## src/rtl/result_serializer_pkg.sv

```systemverilog
// rtl/result_serializer_pkg.sv - shared types and default sizing for the result serializer
package result_serializer_pkg;

    localparam int DEF_S2P_SIZE   = 3;
    localparam int DEF_DATA_WIDTH = 8;
    localparam int DEF_ACC_WIDTH  = 20;

    typedef enum logic [1:0] {
        IDLE        = 2'd0,
        STREAM      = 2'd1,
        STREAM_PEND = 2'd2
    } ser_state_t;

    function automatic int idx_width(input int n);
        return (n > 1) ? $clog2(n) : 1;
    endfunction

endpackage

```

## src/rtl/result_serializer_acc_saturate.sv

```systemverilog
// rtl/result_serializer_acc_saturate.sv - arithmetic shift then clip of one accumulator word
module acc_saturate
    import result_serializer_pkg::*;
#(
    parameter int ACC_WIDTH  = DEF_ACC_WIDTH,
    parameter int DATA_WIDTH = DEF_DATA_WIDTH,
    parameter int SHIFT      = 0
) (
    input  logic [ACC_WIDTH-1:0]  acc,
    output logic [DATA_WIDTH-1:0] data,
    output logic                  sat
);

    localparam logic signed [ACC_WIDTH-1:0] MAX_V = ACC_WIDTH'((1 << (DATA_WIDTH - 1)) - 1);
    localparam logic signed [ACC_WIDTH-1:0] MIN_V = ~MAX_V;

    logic signed [ACC_WIDTH-1:0] shifted;

    always_comb begin
        shifted = $signed(acc) >>> SHIFT;
        data    = shifted[DATA_WIDTH-1:0];
        sat     = 1'b0;
        if (shifted > MAX_V) begin
            data = MAX_V[DATA_WIDTH-1:0];
            sat  = 1'b1;
        end else if (shifted < MIN_V) begin
            data = MIN_V[DATA_WIDTH-1:0];
            sat  = 1'b1;
        end
    end

endmodule

```

## src/rtl/result_serializer.sv

```systemverilog
// rtl/result_serializer.sv - two-slot matrix parallel-to-serial requantizing streamer
module result_serializer
    import result_serializer_pkg::*;
#(
    parameter int S2P_SIZE   = DEF_S2P_SIZE,
    parameter int DATA_WIDTH = DEF_DATA_WIDTH,
    parameter int ACC_WIDTH  = DEF_ACC_WIDTH,
    parameter int SHIFT      = 0
) (
    input  logic                                   clk,
    input  logic                                   rst,
    input  logic [S2P_SIZE*S2P_SIZE*ACC_WIDTH-1:0] i_matrix_result,
    input  logic                                   i_valid,
    output logic                                   o_ready,
    output logic [DATA_WIDTH-1:0]                  o_data,
    output logic                                   o_valid,
    input  logic                                   i_ready,
    output logic                                   o_last,
    output logic                                   o_sat,
    output logic                                   o_drop,
    output logic                                   o_busy
);

    localparam int N     = S2P_SIZE * S2P_SIZE;
    localparam int IDX_W = idx_width(N);
    localparam int MAT_W = N * ACC_WIDTH;
    localparam logic [IDX_W-1:0] FIRST_IDX = IDX_W'(N - 1);

    ser_state_t state, state_next;

    logic [MAT_W-1:0]      active_mat, pending_mat, src_mat;
    logic [IDX_W-1:0]      idx, idx_next;
    logic [ACC_WIDTH-1:0]  elem;
    logic [DATA_WIDTH-1:0] elem_data;
    logic                  elem_sat;
    logic accept, beat, final_beat, load_active, promote, present;

    assign o_ready     = (state != STREAM_PEND);
    assign o_busy      = (state != IDLE);
    assign accept      = i_valid & o_ready;
    assign beat        = o_valid & i_ready;
    assign final_beat  = beat & o_last;
    assign load_active = accept & ((state == IDLE) | final_beat);
    assign promote     = final_beat & (state == STREAM_PEND);
    assign present     = load_active | beat;

    always_comb begin
        state_next = state;
        case (state)
            IDLE:        if (accept) state_next = STREAM;
            STREAM: begin
                if (final_beat)  state_next = accept ? STREAM : IDLE;
                else if (accept) state_next = STREAM_PEND;
            end
            STREAM_PEND: if (final_beat) state_next = STREAM;
            default:     state_next = IDLE;
        endcase
    end

    // The element for next cycle is selected from whichever matrix will be active then,
    // so a freshly loaded or promoted matrix presents its top slot without a bubble.
    always_comb begin
        src_mat  = active_mat;
        idx_next = idx;
        if (load_active) begin
            src_mat  = i_matrix_result;
            idx_next = FIRST_IDX;
        end else if (promote) begin
            src_mat  = pending_mat;
            idx_next = FIRST_IDX;
        end else if (beat && !o_last) begin
            idx_next = idx - 1'b1;
        end
    end

    always_comb begin
        elem = '0;
        for (int k = 0; k < N; k++) begin
            if (idx_next == IDX_W'(k)) elem = src_mat[k*ACC_WIDTH +: ACC_WIDTH];
        end
    end

    acc_saturate #(
        .ACC_WIDTH (ACC_WIDTH),
        .DATA_WIDTH(DATA_WIDTH),
        .SHIFT     (SHIFT)
    ) u_acc_saturate (
        .acc (elem),
        .data(elem_data),
        .sat (elem_sat)
    );

    always_ff @(posedge clk) begin
        if (rst) begin
            state       <= IDLE;
            idx         <= '0;
            active_mat  <= '0;
            pending_mat <= '0;
            o_valid     <= 1'b0;
            o_last      <= 1'b0;
            o_sat       <= 1'b0;
            o_data      <= '0;
            o_drop      <= 1'b0;
        end else begin
            state  <= state_next;
            o_drop <= i_valid & ~o_ready;
            if (load_active | promote) active_mat <= src_mat;
            if (accept & ~load_active) pending_mat <= i_matrix_result;
            if (present) begin
                idx <= idx_next;
                if (state_next == IDLE) begin
                    o_valid <= 1'b0;
                    o_data  <= '0;
                    o_last  <= 1'b0;
                    o_sat   <= 1'b0;
                end else begin
                    o_valid <= 1'b1;
                    o_data  <= elem_data;
                    o_sat   <= elem_sat;
                    o_last  <= (idx_next == '0);
                end
            end
        end
    end

endmodule
```

## config.mk

```make
export PLATFORM = sky130hd
export DESIGN_NAME = result_serializer
export DESIGN_NICKNAME = d
export VERILOG_FILES = /design/src/rtl/result_serializer_pkg.sv /design/src/rtl/result_serializer_acc_saturate.sv /design/src/rtl/result_serializer.sv
export SDC_FILE = /design/constraint.sdc
export NUM_CORES = 1
export LEC_CHECK = 0
export CORE_MARGIN = 3
export CORE_UTILIZATION = 55
export DETAILED_ROUTE_END_ITERATION = 8
export PLACE_DENSITY = 0.75
export SETUP_SLACK_MARGIN = 0.05
export SYNTH_ARGS = -nofsm -noshare
export SYNTH_HDL_FRONTEND = slang
export SYNTH_SLANG_ARGS = --single-unit
```

## constraint.sdc

```tcl
create_clock -name clk -period 4.7 [get_ports clk]
set_input_delay 0.705 -clock clk [delete_from_list [all_inputs] [get_ports clk]]
set_output_delay 0.705 -clock clk [all_outputs]
set_load 0.1 [all_outputs]
```

==> results by group <==
Worst hold path
  • Hold depth: 2
  • Worst Hold End: pending_mat[58]
  • Hold WC Path Type: flip-flop to flip-flop
  • Hold path start: pending_mat[58]

Route
  • Vias: 17,857
  • First drt pass iteration count: 5
  • Max Used Layer: met5
  • Total wire length: 57.7 mm
  • Via density: 6.17
  • Met3 WL post-DR: 4.61 mm
  • Met2 wire len: 26.8 mm
  • ANT nets after route: 0
  • Post-DR wirelength/cell: 19.9 um
  • Starting DRT DRC Count: 1,817
  • Wl on met1: 24.5 mm
  • DRC violations left: 0

Place
  • Placed cell areas: 0.0201 mm^2
  • Hpwl dp: 38.1 mm
  • Port Buffers: 197
  • Placed Cells: 2,824
  • Dpl ws: 0.0440 ns
  • RePlAce Congestion: 0.910

Synthesis
  • Synth Warn #: 0
  • Synth area leader: dfxtp_1
  • Synth top area share: 0.432
  • Number of enable flip-flop cells after synthesis: 0
  • Yosys cell types: 71
  • Ys flop type: dfxtp_1
  • Seq/Total Area, Yosys: 0.432
  • Cell area after synthesis: 0.0175 mm^2
  • Syn Nets: 2,516
  • #FFs+latches synth: 378
  • Largest cells by area after synthesis: dfxtp_1 (43%), nand2_1 (14%), a21oi_1 (5.8%)
  • Post-synth ARST share: 0
  • Syn avg cell area: 7.52 um^2
  • Syn Inst Count: 2,331

Timing
  • Max Slew Vio Count: 0
  • Final hold viol count: 0
  • Skew final: 0.0171 ns
  • Setup WS post-layout: 0.486 ns
  • RSZ-0062 raised after global routing: false
  • Slew margin rel.: 0.219
  • Worst-margin pin slew: 1.17 ns
  • Fmax achieved: 237 MHz
  • Fin crit period: 4.21 ns
  • Final setup TNS: 0 ns
  • # setup viols final: 0
  • Hold slack final: 0.455 ns
  • Final worst path period share: 0.897

Setup path
  • WS Path Type: flip-flop to flip-flop
  • WP data required: 5.13 ns
  • CP endpoint kind: flip-flop
  • Crit start category: flip-flop
  • Crit Reg-Reg Endpoint: o_sat
  • Worst flop-to-flop path startpoint: idx[0]
  • CP Max Fanout: 10
  • Crit path DAT: 4.64 ns
  • R2r setup slk: 0.49 ns
  • FF-to-FF path depth: 15

Global routing
  • Initial antenna violation count: 1
  • Vias in the first global route: 16,931
  • Overflow after GRT: 0
  • Total track usage: 0.328
  • Largest net degree at the start of global routing: 201
  • Global-route wire length before repair: 90.9 mm

Clocking
  • Clock Sinks: 378
  • H-tree levels: 2
  • Worst skew pair latency: 0.53 ns
  • Clock slew at reported path FFs: 0.06 ns
  • Root Driver: clkbuf_16
  • Number of CTS-inserted buffers: 41
  • CTS max path bufs: 3
  • Resized cells post-CTS: 0
  • CTS tree: yes
  • Post-CTS Hold Fix Bufs: 0
  • Post-CTS Setup Bufs: 0

Outcome
  • Status: complete, no violations

Layout
  • Ant diodes: 0
  • Most frequent cells in the layout: nand2_1 (646), dfxtp_1 (378), nor2_1 (235)
  • FILL cells: 2,560
  • FF/Latch Area: 0.00757 mm^2
  • Multi-input gate area: 0.00919 mm^2
  • Fraction of layout cells with a size suffix above 1: 0.0820
  • Core Util, Final: 0.692
  • Final net count: 2,656
  • Commonest non-fill, non-tap cell in the layout: nand2_1
  • Final cell count without fillers: 2,896
  • Design area: 0.0214 mm^2
  • Syn-to-layout area delta: 22.3%

Power
  • Power per cell area: 408 mW/mm^2
  • Lkg Pwr: 8.41 nW
  • Total Power: 8.75 mW
  • Peak VDD IR: 314 uV

Floorplanning
  • FP Rows: 64
  • Core Area: 0.0310 mm^2
  • Die height: 185 um
  • Die width: 185 um
  • Area of the die: 0.0340 mm^2
  • Initial Util: 0.566
  • I/O pin cnt: 198

Flow run
  • Max-Cap Viols: 0
report_power, final:
part | leakage [nW] | internal [mW] | switching (mW)
combinational | 4.68 | 0.754 | 1.25
clock | 0.651 | 1.88 | 1.31
sequential | 3.08 | 3.42 | 0.123
area by class of cell:
class	instances	area share
clock buffers	55	0.0517
clock inverters	17	0.00951
repair buffers	296	0.132
well taps	396	0.0231
multi-input cells	1744	0.429
flip-flops and latches	378	0.353
inverters	10	0.00181
metal layers:
metal | up-vias | global-route usage
li1 | 8452 | -
met1 | 8443 | 0.451
met2 | 833 | 0.539
met3 | 127 | 0.0442
met4 | 2 | 0.100
met5 | - | 0
worst max path at each step:
| stage | from | end | slack [ns] | depth (start not counted) |
|---|---|---|---|---|
| 6_report | idx[0] | o_sat | 0.49 | 15 |
| 5_1_grt | idx[0] | o_sat | 0.23 | 15 |
| 4_1_cts | i_ready | o_sat | 0.55 | 13 |
| 3_5_place_dp | i_ready | o_sat | 0.04 | 13 |
| 3_3_place_gp | i_ready | o_sat | 0.09 | 13 |
| 2_1_floorplan | o_valid | o_sat | 0.54 | 13 |
kinds of logic (layout without fill, tap and decap cells):
| family | after synthesis | after routing | share of synthesized area |
|---|---|---|---|
| AO/OA/AOI/OAI | 629 | 629 | 0.245 |
| AND/OR/NAND/NOR | 1083 | 1083 | 0.257 |
| buffers and inverters | 209 | 378 | 0.0473 |
| XOR/XNOR | 4 | 4 | 0.00200 |
| multiplexers | 27 | 27 | 0.0162 |
| flip-flops | 378 | 378 | 0.432 |
| adder cells (fa/ha/maj) | 1 | 1 | 0.000714 |
worst max-delay path: stages (launching register included):
cell	delay [ns]
dfxtp_1	0.47
inv_1	0.14
ha_1	0.22
nand4b_1	0.15
xor2_1	0.32
buf_4	0.18
nand3_1	0.13
nor3_2	0.62
a21oi_1	0.09
a221oi_1	0.45
buf_4	0.18
o21ai_0	0.09
nor3_1	0.30
nand4_1	0.19
and3_1	0.32
a211o_1	0.25
synth_stat cells, types with 4 or more instances:
library cell	number
a31oi_1	82
o221ai_1	26
and2_1	6
a211oi_1	13
o211ai_1	11
clkbuf_1	154
a31o_2	12
nor3_1	81
dfxtp_1	378
nand2b_1	4
a221o_1	4
o21a_1	5
o211a_1	81
o22a_1	5
nand3_1	45
buf_2	14
nor2_1	237
a221oi_1	5
a211o_1	8
a22oi_1	24
inv_1	10
a2111oi_0	21
o21ai_0	62
a21oi_1	204
nand2_1	647
a2bb2oi_1	12
o22ai_1	24
o221a_2	7
nor4_1	8
mux2i_1	25
or3_1	6
buf_1	27
a21o_1	6
nand4_1	18
o32a_1	5
registers in the layout (all words and copies together) (netlist names):
name         flops
o_last           1
active_mat     180
o_drop           1
pending_mat    180
state            2
o_sat            1
o_valid          1
idx              4
o_data           8
(Power assumes the default switching activity.)
